### config.mk
export PLATFORM = sky130hd
export DESIGN_NAME = mips_cpu_hilo_unit
export DESIGN_NICKNAME = d
export VERILOG_FILES = /design/src/rtl/mips_cpu_pkg.sv /design/src/rtl/mips_cpu_muldiv_step.sv /design/src/rtl/mips_cpu_hilo_unit.sv
export SDC_FILE = /design/constraint.sdc
export NUM_CORES = 1
export LEC_CHECK = 0
export CAP_MARGIN = 20
export CORE_MARGIN = 2
export CORE_UTILIZATION = 32
export CTS_BUF_LIST = sky130_fd_sc_hd__clkbuf_4
export DETAILED_ROUTE_END_ITERATION = 10
export PLACE_DENSITY = 0.51
export SKIP_LAST_GASP = 1
export SLEW_MARGIN = 5
export SYNTH_ARGS = -nofsm -noshare
export SYNTH_HDL_FRONTEND = slang
export SYNTH_SLANG_ARGS = --single-unit
### constraint.sdc
create_clock -name i_clk -period 8.05 [get_ports i_clk]
set_input_delay 1.2075 -clock i_clk [delete_from_list [all_inputs] [get_ports i_clk]]
set_output_delay 1.2075 -clock i_clk [all_outputs]
set_load 0.01 [all_outputs]
### src/rtl/mips_cpu_pkg.sv
// Shared types for the HI/LO multiply/divide unit: op encodings, FSM states
// and the default operand width.
package mips_cpu_pkg;

  localparam int HILO_WIDTH = 32;

  typedef enum logic [2:0] {
    OP_MULT  = 3'd0,
    OP_MULTU = 3'd1,
    OP_DIV   = 3'd2,
    OP_DIVU  = 3'd3,
    OP_MTHI  = 3'd4,
    OP_MTLO  = 3'd5
  } hilo_op_t;

  typedef enum logic [1:0] {
    S_IDLE = 2'd0,
    S_CALC = 2'd1,
    S_FIX  = 2'd2
  } hilo_state_t;

endpackage

### src/rtl/mips_cpu_muldiv_step.sv
// One combinational iteration of the shared multiplier/divider.
// Multiply and divide both consume operand bits MSB first (i_bit).
module mips_cpu_muldiv_step
  import mips_cpu_pkg::*;
#(
  parameter int WIDTH = HILO_WIDTH
) (
  input  logic [2*WIDTH-1:0] i_acc,
  input  logic [WIDTH-1:0]   i_operand,
  input  logic               i_bit,
  input  logic               i_is_div,
  output logic [2*WIDTH-1:0] o_acc
);

  logic [WIDTH:0] w_rem_sh;
  logic [WIDTH:0] w_diff;
  logic           w_ge;

  // Restoring divide: the remainder borrow bit decides the quotient bit.
  // Multiply: shift the partial product left and add the multiplicand.
  always_comb begin
    w_rem_sh = {i_acc[2*WIDTH-1:WIDTH], i_bit};
    w_diff   = w_rem_sh - {1'b0, i_operand};
    w_ge     = ~w_diff[WIDTH];
    if (i_is_div) begin
      if (w_ge) begin
        o_acc = {w_diff[WIDTH-1:0], i_acc[WIDTH-2:0], 1'b1};
      end else begin
        o_acc = {w_rem_sh[WIDTH-1:0], i_acc[WIDTH-2:0], 1'b0};
      end
    end else if (i_bit) begin
      o_acc = {i_acc[2*WIDTH-2:0], 1'b0} + {{WIDTH{1'b0}}, i_operand};
    end else begin
      o_acc = {i_acc[2*WIDTH-2:0], 1'b0};
    end
  end

endmodule

### src/rtl/mips_cpu_hilo_unit.sv
// Multi-cycle MULT/MULTU/DIV/DIVU/MTHI/MTLO controller owning the HI/LO
// registers; busy stalls the CPU while an arithmetic op is in flight.
module mips_cpu_hilo_unit
  import mips_cpu_pkg::*;
#(
  parameter int WIDTH = HILO_WIDTH
) (
  input  logic             i_clk,
  input  logic             i_rst_n,
  input  logic             i_start,
  input  logic [2:0]       i_op,
  input  logic [WIDTH-1:0] i_a,
  input  logic [WIDTH-1:0] i_b,
  input  logic             i_flush,
  output logic             o_busy,
  output logic             o_done,
  output logic [WIDTH-1:0] o_hi,
  output logic [WIDTH-1:0] o_lo
);

  localparam int CW = $clog2(WIDTH);
  localparam logic [CW-1:0] LAST_CNT = CW'(WIDTH-1);

  hilo_state_t        r_state;
  logic [CW-1:0]      r_cnt;
  logic [2*WIDTH-1:0] r_acc;
  logic [WIDTH-1:0]   r_mag_a;
  logic [WIDTH-1:0]   r_mag_b;
  logic [WIDTH-1:0]   r_hi;
  logic [WIDTH-1:0]   r_lo;
  logic               r_sa;
  logic               r_sb;
  logic               r_is_div;
  logic               r_done;

  logic               w_arith;
  logic               w_signed;
  logic               w_is_div;
  logic               w_div_zero;
  logic               w_bit;
  logic [CW-1:0]      w_idx;
  logic [WIDTH-1:0]   w_operand;
  logic [WIDTH-1:0]   w_fix_hi;
  logic [WIDTH-1:0]   w_fix_lo;
  logic [2*WIDTH-1:0] w_prod;
  logic [2*WIDTH-1:0] w_step_acc;

  // |0x80000000| wraps back to 0x80000000, which is the right unsigned magnitude.
  function automatic logic [WIDTH-1:0] f_mag(input logic [WIDTH-1:0] v, input logic is_signed);
    if (is_signed && v[WIDTH-1]) begin
      return -v;
    end else begin
      return v;
    end
  endfunction

  // Decode the issued op.
  always_comb begin
    w_arith  = 1'b0;
    w_signed = 1'b0;
    w_is_div = 1'b0;
    case (i_op)
      OP_MULT:  begin w_arith = 1'b1; w_signed = 1'b1; end
      OP_MULTU: begin w_arith = 1'b1; end
      OP_DIV:   begin w_arith = 1'b1; w_signed = 1'b1; w_is_div = 1'b1; end
      OP_DIVU:  begin w_arith = 1'b1; w_is_div = 1'b1; end
      default:  begin w_arith = 1'b0; end
    endcase
    w_div_zero = w_is_div && (i_b == {WIDTH{1'b0}});
  end

  assign w_idx     = LAST_CNT - r_cnt;
  assign w_bit     = r_is_div ? r_mag_a[w_idx] : r_mag_b[w_idx];
  assign w_operand = r_is_div ? r_mag_b : r_mag_a;

  mips_cpu_muldiv_step #(.WIDTH(WIDTH)) u_step (
    .i_acc     (r_acc),
    .i_operand (w_operand),
    .i_bit     (w_bit),
    .i_is_div  (r_is_div),
    .o_acc     (w_step_acc)
  );

  // Sign correction applied in FIX; divide-by-zero clears both sign flags.
  always_comb begin
    w_prod = (r_sa ^ r_sb) ? -r_acc : r_acc;
    if (r_is_div) begin
      w_fix_lo = (r_sa ^ r_sb) ? -r_acc[WIDTH-1:0] : r_acc[WIDTH-1:0];
      w_fix_hi = r_sa ? -r_acc[2*WIDTH-1:WIDTH] : r_acc[2*WIDTH-1:WIDTH];
    end else begin
      w_fix_lo = w_prod[WIDTH-1:0];
      w_fix_hi = w_prod[2*WIDTH-1:WIDTH];
    end
  end

  // FSM, iteration counter, operand latches and HI/LO commit.
  always_ff @(posedge i_clk or negedge i_rst_n) begin
    if (!i_rst_n) begin
      r_state  <= S_IDLE;
      r_cnt    <= {CW{1'b0}};
      r_acc    <= {(2*WIDTH){1'b0}};
      r_mag_a  <= {WIDTH{1'b0}};
      r_mag_b  <= {WIDTH{1'b0}};
      r_hi     <= {WIDTH{1'b0}};
      r_lo     <= {WIDTH{1'b0}};
      r_sa     <= 1'b0;
      r_sb     <= 1'b0;
      r_is_div <= 1'b0;
      r_done   <= 1'b0;
    end else begin
      r_done <= 1'b0;
      case (r_state)
        S_IDLE: begin
          if (i_start && !i_flush) begin
            if (i_op == OP_MTHI) begin
              r_hi <= i_a;
            end else if (i_op == OP_MTLO) begin
              r_lo <= i_a;
            end else if (w_arith) begin
              r_cnt    <= {CW{1'b0}};
              r_is_div <= w_is_div;
              r_mag_a  <= f_mag(i_a, w_signed);
              r_mag_b  <= f_mag(i_b, w_signed);
              if (w_div_zero) begin
                r_acc   <= {i_a, {WIDTH{1'b1}}};
                r_sa    <= 1'b0;
                r_sb    <= 1'b0;
                r_state <= S_FIX;
              end else begin
                r_acc   <= {(2*WIDTH){1'b0}};
                r_sa    <= w_signed & i_a[WIDTH-1];
                r_sb    <= w_signed & i_b[WIDTH-1];
                r_state <= S_CALC;
              end
            end else begin
              r_state <= S_IDLE;
            end
          end else begin
            r_state <= S_IDLE;
          end
        end
        S_CALC: begin
          if (i_flush) begin
            r_state <= S_IDLE;
          end else begin
            r_acc <= w_step_acc;
            r_cnt <= r_cnt + 1'b1;
            if (r_cnt == LAST_CNT) begin
              r_state <= S_FIX;
            end else begin
              r_state <= S_CALC;
            end
          end
        end
        S_FIX: begin
          r_state <= S_IDLE;
          if (!i_flush) begin
            r_hi   <= w_fix_hi;
            r_lo   <= w_fix_lo;
            r_done <= 1'b1;
          end else begin
            r_done <= 1'b0;
          end
        end
        default: r_state <= S_IDLE;
      endcase
    end
  end

  assign o_busy = (r_state != S_IDLE);
  assign o_done = r_done;
  assign o_hi   = r_hi;
  assign o_lo   = r_lo;

endmodule

Yosys cells after proc, flatten, opt, wreduce, memory -nomap -nowiden
Index checks and enable logic that the tools add are counted.

storage, ports and cells
  flip-flop bits (word level) = 203
  input port bits = 71
  output and inout bits = 66
  word-level logic and storage cells = 116

operators by class
  add/sub/neg operators = 9
  magnitude comparators = 1
  equal/unequal tests = 18
  muxes and demuxes = 53
  bitwise gates (word level) = 5
  reduce and logical (&&, ||, !) cells = 19

operators with widths
  cell                 count
  $mux 64              10
  $mux 32              14
  $neg 32->32          4
  $pmux 32 s2          2
  $pmux 64 s2          1
  $add 64x32->64       1
  $neg 64->64          1
  $sub 33x32->33       1
  $logic_not 32->1     1
  $mux 5               5
  $ne 2x2->1 const B   8
  $mux 2               7
  $bmux 1 s5           2
  $mux 1               10
  $pmux 5 s2           1
  $reduce_and 5->1     2
  $eq 3x2->1 const B   2
  $eq 3x3->1 const B   2
  $lt 5x6->1 const B   1
  $ne 3x3->1 const B   2
  $reduce_and 6->1     1
  $reduce_bool 2->1    3
  $add 5x1->5 const B  1
  $eq 5x5->1 const B   1
  other kinds (16)     22

Depth between registers and ports, before layout
Gate-level depths: netlist of run 1.

  word-level depth = 10
  gate-level depth with buffers = 23
  gate-level depth less buffers = 18

By module
From an unflattened synthesis of run 1, not the netlist that was laid out.

unflattened totals
  cell total of the unflattened synthesis = 2254
  area total of the unflattened synthesis = 17722.0 um^2

modules (own cells, without submodules)
  module                instances  cells an instance  area an instance (um^2)
  mips_cpu_hilo_unit    1          1443               12468.2
  mips_cpu_muldiv_step  1          811                5253.8

Worst setup path after synthesis of run 1
OpenSTA, ideal clock, no wires.

  kind = reg2reg
  start = register r_cnt[0]
  end = register r_acc[41]
  data arrival time = 4.762 ns
  data required time = 7.918 ns
  slack = 3.157 ns
  cell stages (with the launch flop) = 22
  path buffers = 3
  clock period less this slack = 4.893 ns
  path through = dfrtp_1 buf_2 buf_4 mux4_2 nand2_1 and4b_1 o22ai_2 inv_1 ha_1 inv_1 fa_1 a211oi_1 o21ai_1 o2111a_1 o311a_1 nor3b_1 or3_1 and3_1 buf_2 mux2_2 a221oi_1 o21ai_1

on the way
  longest elaborated chain between the ends = 9

RTL lines
  what                          RTL line                    text
  from (decl)                   mips_cpu_hilo_unit.sv:25    logic [CW-1:0] r_cnt;
  from (signal assigned)        mips_cpu_hilo_unit.sv:100   r_cnt <= {CW{1'b0}};
  from (signal assigned)        mips_cpu_hilo_unit.sv:120   r_cnt <= {CW{1'b0}};
  from (signal assigned)        mips_cpu_hilo_unit.sv:147   r_cnt <= r_cnt + 1'b1;
  $sub 5x5->5 *                 mips_cpu_hilo_unit.sv:72    assign w_idx = LAST_CNT - r_cnt;
  $bmux 1 s5                    mips_cpu_hilo_unit.sv:73    assign w_bit = r_is_div ? r_mag_a[w_idx] : r_mag_b[w_idx];
  $mux 1 (implied by the code)  mips_cpu_hilo_unit.sv:73
  $mux 1 *                      mips_cpu_hilo_unit.sv:73
  $sub 33x32->33                mips_cpu_muldiv_step.sv:23  w_diff = w_rem_sh - {1'b0, i_operand};
  $mux 64                       mips_cpu_muldiv_step.sv:26  if (w_ge) begin
  $mux 64 *                     mips_cpu_muldiv_step.sv:25  if (i_is_div) begin
  $mux 64 *                     mips_cpu_hilo_unit.sv:143   if (i_flush) begin
  $pmux 64 s2 *                 mips_cpu_hilo_unit.sv:112   case (r_state)
  to (signal assigned)          mips_cpu_hilo_unit.sv:125   r_acc <= {i_a, {WIDTH{1'b1}}};
  to (signal assigned)          mips_cpu_hilo_unit.sv:130   r_acc <= {(2*WIDTH){1'b0}};
  to (signal assigned)          mips_cpu_hilo_unit.sv:146   r_acc <= w_step_acc;
  to (decl)                     mips_cpu_hilo_unit.sv:26    logic [2*WIDTH-1:0] r_acc;

Mark *: on every way between the ends. The rest lies on a longest branch, timed or not. The select of a mux whose other input is x is not followed.
A chain may end at the register's enable or synchronous reset.

Worst setup path in the final report of run 1
  start = register r_cnt[1]
  end = register r_acc[56]

Same word-level chain as after synthesis.

==> impl_metrics.toml, run 1 <==
[status]
status = "completed"

[clock_network]
cts_sinks = 203
post_cts_resized = 0
cts_tree = "yes"
root_buffer = "clkbuf_4"
clkTransAtPathRegs_ns = 0.07
ctsLongestPathBuffers = 3
clock_latency_ns = 0.84
numCtsBuffers = 60
cts.htree.levels = 2
cts_setup_buffers = 0
ctsHoldBuffers = 0

[worst_setup_path]
critPathMaxStageDelay_ns = 0.70
crit_path_top_delay_cell = "and3_1"
path_buf_inv = 4
crit_type = "reg2reg"
cp_max_fo = 15
end_kind = "flop"
path_delay_family = "compound AO/OA/AOI/OAI gates"
start_kind = "flop"
required_ns = 8.78
critPathArrivalTime_ns = 6.78
cp_cell_sequence = "buf_4 -> mux2_2 -> a221oi_1 -> and4_1 -> o22ai_2 -> inv_1 -> ha_1 -> inv_1 -> fa_1 -> a211oi_1 -> o21ai_1 -> o2111a_1 -> o311a_1 -> nor3b_1 -> or3_1 -> and3_1 -> buf_4 -> mux2i_1 -> o22ai_1 -> a211o_1"

[synthesis]
synthSimpleGateAreaFrac = 0.207
synth_top_family_by_area = "compound AO/OA/AOI/OAI gates"
ys_async_sr_fraction = 1.00
synth_cell_types = 83
syn_nets = 2285
yosys.area.top_type_share = 0.299
synthAdderAreaFrac = 0.0546
synthCells = 2141
yosysTopAreaCell = "dfrtp_1"
ys.flop_type = "dfrtp_1"
synth_compound_area_frac = 0.240
yosysWarnings = 0
netlist_area_mm2 = 0.0170
synth_edf_count = 0
ys_seq_area_frac = 0.299
synth_seq_cells = 203
muxShareOfSynthArea = 0.0549
synth_area_leaders = "dfrtp_1 (30%), o21ai_0 (6.7%), nand2_1 (6.5%), xor2_1 (5.5%), a21oi_1 (5.4%)"
synth_xor_area_frac = 0.0999
syn_area_per_cell_um2 = 7.94

[placed_design]
dp_hpwl_um = 52900
place_congestion = 0.941
portBuffers = 136
placed_area_mm2 = 0.0190

[drt]
vias = 16800
wl_per_cell_um = 23.2
antenna_left = 0
vias_per_cell = 5.67
top_layer = "met4"
wl_met2_um = 29100
drc = 0
drt_iter0_drc = 1581
met3_length_um = 5640
routed_wl_um = 68800
drt-pass1-iter-count = 5
wl_met1_um = 30600

[sta]
final-setup-viol-count = 0
min_period_ns = 6.05
drv_slew = 0
worstMarginPinSlew_ns = 1.03
fmax_mhz = 165
fin_crit_sh = 0.752
slew_headroom = 0.308
final_hold_viol_count = 0
skew_ns = 0.0863
rsz0062_at_grt = "no"
finalSetupTns_ns = 0

[power_and_ir_drop]
leakagePower_nw = 8.72
ir_drop_uv = 90.1
powerDensity_mw_per_mm2 = 223
power_w = 0.00441

[worst_hold_path]
hold_class = "in2async"

[global_route]
grtUsageTotal = 0.250
globalRouteOverflowTotal = 0
grt_pass1_vias = 16200
grt_pass1_wl_um = 103000
grt_start_max_net_pins = 125
antenna_found_initial = 2

[flow_run]
maxCapViolations = 0

[cells_and_area]
multi_input_area_mm2 = 0.0112
drive_gt1_frac = 0.0840
mostFrequentLayoutCells = "nand2_1 (291), o21ai_0 (229), dfrtp_1 (202)"
finish.utilization = 0.377
regArea_mm2 = 0.00508
area_growth_pct = 16.4
final_nets = 2372
layout_commonest_cell = "nand2_1"
fillers = 5518
fin_area_mm2 = 0.0198

[die]
initial_utilization = 0.324
core-area_mm2 = 0.0526
die-area_mm2 = 0.0550
ios = 137
die_h_um = 234
rows = 84
die_w_um = 234
[cells in the mapped netlist (6+ instances only)]
cell type,count
nor3b_1,9
or4_1,8
nand2_1,293
or3_1,21
o221ai_1,12
xor2_1,106
mux2i_1,55
a31oi_1,15
xnor2_1,88
nand4_1,13
nor4_1,16
and3_1,46
a211oi_1,17
buf_1,10
nand3_1,46
a21oi_1,182
a221oi_1,16
buf_2,9
o31ai_1,54
mux2_2,10
clkbuf_1,122
o22ai_1,7
o41ai_1,12
mux4_2,12
o21ai_0,229
nor2b_1,7
ha_1,71
nor2_1,157
a211o_1,7
o21ai_1,6
dfrtp_1,203
nor3_1,31
or2_2,9
and2_1,17
nand2b_1,17
inv_1,57
o211ai_1,13
o21a_1,16
a21o_1,34
a221o_1,6
[worst register-to-register path, cell delays in order (launching register included)]
cell      delay, ns
dfrtp_1        0.64
buf_4          0.32
mux2_2         0.36
a221oi_1       0.28
and4_1         0.28
o22ai_2        0.16
inv_1          0.08
ha_1           0.16
inv_1          0.05
fa_1           0.42
a211oi_1       0.25
o21ai_1        0.20
o2111a_1       0.31
o311a_1        0.37
nor3b_1        0.33
or3_1          0.18
and3_1         0.70
buf_4          0.30
mux2i_1        0.19
o22ai_1        0.10
a211o_1        0.26
[metal layers]
layer / global-route usage / vias up
met5: 0 / -
met2: 0.371 / 772
met3: 0.0414 / 136
met4: 0.128 / 0
li1: - / 7949
met1: 0.347 / 7969
[stage by stage]
| step | worst slack, ns | cells | hold WS [ns] |
|---|---|---|---|
| 4_1_cts | 1.99 | 2960 | 0.383 |
| 5_1_grt | 1.64 | 2963 | 0.406 |
| 2_1_floorplan | 3.16 | 2141 | 0.456 |
| 3_5_place_dp | 1.96 | 2852 | 0.468 |
| 6_report | 2.00 | 2965 | 0.368 |
| 3_3_place_gp | 2.06 | 2852 | 0.462 |
[flip-flops by register name, summed over array words and instances (netlist names)]
signal / flops
r_sa: 1
r_acc: 64
o_hi: 32
o_done: 1
r_mag_a: 32
r_is_div: 1
r_sb: 1
r_cnt: 5
o_lo: 32
r_mag_b: 32
r_state: 2
[power by group]
group	internal, W	switching, W	total, W
combinational	0.000796	0.00114	0.00193
sequential	0.00119	0.000244	0.00144
clock	0.000540	0.000504	0.00104
total	0.00253	0.00188	0.00441
[kinds of logic after synthesis]
family,count (synthesis)
fa+ha+maj,73
compound gates,665
buf+inv,200
flops,203
mux,77
simple gates,729
xor+xnor,194
[area by class of cell]
| type | instances | area share |
|---|---|---|
| clock inverters | 18 | 0.00531 |
| multi-input cells | 1738 | 0.566 |
| diodes | 3 | 0.000379 |
| repair buffers | 168 | 0.0831 |
| well taps | 688 | 0.0435 |
| clock buffers | 90 | 0.0341 |
| flip-flops and latches | 203 | 0.257 |
| inverters | 57 | 0.0108 |
[final timing paths]
kind / slack, ns / start / depth (start not counted) / end
min in group i_clk: 0.47 / o_hi[25] / 1 / o_hi[25]
worst min register to register: 0.47 / o_hi[25] / 1 / o_hi[25]
worst min-delay path: 0.37 / i_rst_n / 1 / r_acc[15]
worst max-delay path: 2.00 / r_cnt[1] / 20 / r_acc[56]
worst max register to register: 2.00 / r_cnt[1] / 20 / r_acc[56]
max in group asynchronous: 6.42 / i_rst_n / 2 / r_acc[46]
(Power assumes the default switching activity.)
==> run 2, diff against run 1 <==
- clock period: 8.05 -> 5.6 ns (I/O delays scaled with it)
==> run 2 against run 1 <==
Effect of this change: utilization increased by 0.51 points; clock power increased by 38%; hold slack got worse by 0.35 ns; clock-buffer cell count decreased by 7; sequential power increased by 41%; flip-flop and latch count unchanged; final cell count increased by 1.5%; first-iteration DRC count decreased by 11%; total power increased by 45%.
==> impl_metrics.toml, run 2 (same netlist as run 1, synthesis figures left out) <==
[drt]
vias_per_cell = 5.64
wl_per_cell_um = 23.1
routed_wl_um = 69500
antenna_left = 0
vias = 17000
drt-pass1-iter-count = 5
drc = 0
drt_iter0_drc = 1407

[power_and_ir_drop]
ir_drop_uv = 155
powerDensity_mw_per_mm2 = 319
leakagePower_nw = 8.89

[global_route]
globalRouteOverflowTotal = 0
grt_pass1_wl_um = 103000
grtUsageTotal = 0.251
antenna_found_initial = 5
grt_start_max_net_pins = 125
grt_pass1_vias = 16300

[sta]
fin_crit_sh = 0.906
fmax_mhz = 197
worstMarginPinSlew_ns = 1.07
rsz0062_at_grt = "no"
finalSetupTns_ns = 0
setup_slack_ns = 0.525
min_period_ns = 5.08
skew_ns = 0.0740
drv_slew = 0
final_hold_viol_count = 0
slew_headroom = 0.286
final-setup-viol-count = 0

[worst_hold_path]
hold_class = "in2async"

[clock_network]
clkTransAtPathRegs_ns = 0.06
ctsHoldBuffers = 0
ctsLongestPathBuffers = 3
cts.htree.levels = 2
clock_latency_ns = 0.90
cts_tree = "yes"
cts_setup_buffers = 0
post_cts_resized = 0
cts_sinks = 203
root_buffer = "clkbuf_4"
numCtsBuffers = 60

[worst_setup_path]
required_ns = 6.34
rr_worst_depth = 20
end_kind = "flop"
critPathArrivalTime_ns = 5.81
r2r-end = "r_acc[41]"
r2r_slack_ns = 0.52
crit_type = "reg2reg"
r2r-start = "r_cnt[0]"
start_kind = "flop"
cp_max_fo = 21

[placed_design]
placed_area_mm2 = 0.0193
place_congestion = 0.947
portBuffers = 136
dp_slack_ns = 0.508
dp_hpwl_um = 53800

[cells_and_area]
area_growth_pct = 18.0
fillers = 5526
mostFrequentLayoutCells = "nand2_1 (291), o21ai_0 (229), dfrtp_1 (202)"
final_nets = 2413
layout_commonest_cell = "nand2_1"
top_register = "r_acc"
largest_reg_flops = 64
fin_area_mm2 = 0.0201
drive_gt1_frac = 0.0976

[die]
rows = 84
die-area_mm2 = 0.0550
core-area_mm2 = 0.0526
die_w_um = 234
initial_utilization = 0.324
ios = 137
die_h_um = 234

[status]
status = "completed"

[flow_run]
maxCapViolations = 0
[run 2: stage by stage]
step / total power, W / hold slack (ns) / cells / utilization
after floorplan: 0.00374 / 0.456 / 2141 / -
after global placement: 0.00495 / 0.464 / 2895 / 0.367
after detailed placement: 0.00495 / 0.467 / 2895 / 0.367
after CTS: 0.00641 / 0.0890 / 3004 / 0.382
after global routing: 0.00682 / 0.0505 / 3008 / 0.382
final: 0.00640 / 0.0159 / 3010 / 0.382
[run 2: critical path, stage by stage, from the launching register on]
cell and delay (ns):
dfrtp_1 0.32, buf_4 0.30, mux4_2 0.54, nand3_1 0.10
and4_1 0.26, o22ai_2 0.12, inv_1 0.06, ha_1 0.16
inv_1 0.07, fa_1 0.42, a211oi_1 0.22, o21ai_1 0.17
o2111a_1 0.31, o311a_1 0.38, nor3b_1 0.32, or3_1 0.18
and3_1 0.17, buf_4 0.19, mux2_2 0.35, a221oi_1 0.25
o21ai_1 0.11
[run 2: layout make-up]
type / instances / area, um2 / share of cell area
antenna: 6 / 15.0 / 0.000748
clock buffer: 83 / 623 / 0.0311
clock inverter: 26 / 116 / 0.00580
inverter: 57 / 214 / 0.0107
multi-input combinational: 1738 / 11200 / 0.558
sequential: 203 / 5080 / 0.253
tap: 688 / 861 / 0.0429
timing repair buffer: 209 / 1950 / 0.0972
[run 2: where the power goes]
group          leakage [nW]  switching, W  internal, W  total, W
clock                 0.438      0.000752     0.000690   0.00144
sequential             2.61      0.000316      0.00172   0.00203
combinational          5.84       0.00170      0.00123   0.00293
[run 2: per-layer routing]
layer  vias to the layer above  share of wire  GRT usage
met4                         0          0.047      0.111
met2                       672           0.43      0.387
met1                      8116           0.45      0.347
li1                       8030              -          -
met5                         -              0          0
met3                       150          0.072     0.0402
[run 2: worst max path at each step]
stage,end,startpoint,slack [ns],cells after the start
2_1_floorplan,r_acc[41],r_cnt[0],0.71,21
3_3_place_gp,r_acc[41],r_cnt[0],0.57,20
3_5_place_dp,r_acc[41],r_cnt[0],0.51,20
4_1_cts,r_acc[41],r_cnt[0],0.49,20
5_1_grt,r_acc[41],r_cnt[0],0.19,20
6_report,r_acc[41],r_cnt[0],0.52,20
==> run 3, diff against run 2 <==
- CORE_ASPECT_RATIO: not set -> 0.8
- SKIP_LAST_GASP: 1 -> not set
==> run 3 against run 2 <==
Effect of this change: utilization is 0.068 points higher; setup slack lost 0.093 ns; largest power group unchanged; largest cell class unchanged; sequential share of layout area about the same; hold slack gained 0.47 ns; first-iteration DRC count rose by 20%; global-route usage rose by 0.91 points; critical path depth shrank 1.
==> impl_metrics.toml, run 3 (same netlist as run 1, synthesis figures left out) <==
[status]
status = "completed"

[worst_setup_path]
start_kind = "flop"
required_ns = 6.29
end_kind = "flop"
crit_path_top_delay_cell = "mux4_2"
r2r-end = "r_acc[41]"
rr_worst_depth = 19
r2r-start = "r_cnt[0]"
crit_type = "reg2reg"
r2r_slack_ns = 0.43
cp_max_fo = 18
critPathArrivalTime_ns = 5.86
path_delay_family = "compound AO/OA/AOI/OAI gates"
path_buf_inv = 3
cp_cell_sequence = "buf_12 -> mux4_2 -> nand3_1 -> and4b_1 -> o22ai_2 -> inv_1 -> ha_1 -> inv_1 -> fa_1 -> a211oi_1 -> o21ai_1 -> o2111a_1 -> o311a_1 -> nor3b_2 -> or3_1 -> and3_4 -> mux2_2 -> a221oi_1 -> o21ai_1"
critPathMaxStageDelay_ns = 0.51

[drt]
drc = 0
wl_per_cell_um = 24.1
top_layer = "met5"
wl_met2_um = 31500
drt-pass1-iter-count = 5
routed_wl_um = 72300
drt_iter0_drc = 1693
antenna_left = 0
vias = 17300
wl_met1_um = 32200
met3_length_um = 6200
vias_per_cell = 5.77

[cells_and_area]
drive_gt1_frac = 0.0996
multi_input_area_mm2 = 0.0112
regArea_mm2 = 0.00508
layout_commonest_cell = "nand2_1"
fillers = 5529
final_nets = 2414
area_growth_pct = 18.0
top_register = "r_acc"
mostFrequentLayoutCells = "nand2_1 (291), o21ai_0 (229), dfrtp_1 (200)"
largest_reg_flops = 64

[worst_hold_path]
min_delay_path_depth = 2
hold_class = "reg2reg"
min_to = "o_lo[20]"
holdCritStartpoint = "o_lo[20]"

[clock_network]
clock_latency_ns = 0.83
cts_tree = "yes"
root_buffer = "clkbuf_4"
clkTransAtPathRegs_ns = 0.07
cts.htree.levels = 2
ctsLongestPathBuffers = 3
cts_setup_buffers = 0
numCtsBuffers = 57
cts_sinks = 203

[sta]
final-setup-viol-count = 0
skew_ns = 0.0601
slew_headroom = 0.300
final_hold_viol_count = 0
setup_slack_ns = 0.432
finalSetupTns_ns = 0
worstMarginPinSlew_ns = 1.04
min_period_ns = 5.17
fin_crit_sh = 0.923
drv_slew = 0
rsz0062_at_grt = "no"
fmax_mhz = 193

[placed_design]
place_congestion = 0.943
dp_slack_ns = 0.0761
portBuffers = 136
dp_hpwl_um = 55700

[die]
core-area_mm2 = 0.0525
die_w_um = 262
ios = 137
rows = 75
die_h_um = 210
die-area_mm2 = 0.0550
initial_utilization = 0.324

[power_and_ir_drop]
ir_drop_uv = 134
powerDensity_mw_per_mm2 = 321
leakagePower_nw = 8.88
power_w = 0.00643

[global_route]
grt_pass1_wl_um = 107000
globalRouteOverflowTotal = 0
grtUsageTotal = 0.261
grt_start_max_net_pins = 157
antenna_found_initial = 7
grt_pass1_vias = 16600

[flow_run]
maxCapViolations = 0
[run 3: per-layer routing]
metal | track usage | up-vias
li1 | - | 8008
met1 | 0.370 | 8524
met2 | 0.388 | 665
met3 | 0.0582 | 130
met4 | 0.0872 | 4
met5 | 0 | -
[run 3: what timing repair did]
action | CTS | global route
gates resized for setup | 0 | 6
endpoints found under the hold margin | 47 | 0
setup endpoints to repair | 0 | 33
hold buffers | 1 | 0
[run 3: worst max-delay path by stage]
stage	startpoint	end	slack [ns]	cells past startpoint
CTS	r_cnt[1]	r_acc[41]	0.03	19
finish	r_cnt[0]	r_acc[41]	0.43	19
detailed placement	r_cnt[1]	r_acc[41]	0.08	19
floorplan	r_cnt[0]	r_acc[41]	0.71	21
global placement	r_cnt[0]	r_acc[41]	0.29	19
global route	r_cnt[0]	r_acc[41]	0.05	19
[run 3: tightest hold or removal path, stage by stage (launching register included)]
cell and delay [ns]:
dfrtp_1 0.34, nand2_1 0.05, o21ai_0 0.06
[run 3: layout make-up]
class	instances	area share
diodes	1	0.000125
clock buffers	80	0.0299
clock inverters	19	0.00437
inverters	57	0.0107
multi-input cells	1738	0.559
flip-flops and latches	203	0.253
well taps	693	0.0432
repair buffers	213	0.0995
[run 3: stage by stage]
stage | cells | instance area, um2 | utilization | hold slack (ns)
final | 3004 | 20100 | 0.382 | 0.482
after global routing | 3004 | 20100 | 0.382 | 0.509
after CTS | 3001 | 20000 | 0.381 | 0.485
after detailed placement | 2901 | 19300 | 0.368 | 0.469
after global placement | 2901 | 19300 | 0.368 | 0.465
after floorplan | 2141 | 17000 | - | 0.456
[run 3: report_power, final]
part,switching (W),internal [W]
clock,0.000729,0.000658
combinational,0.00180,0.00124
sequential,0.000288,0.00172
total,0.00282,0.00361
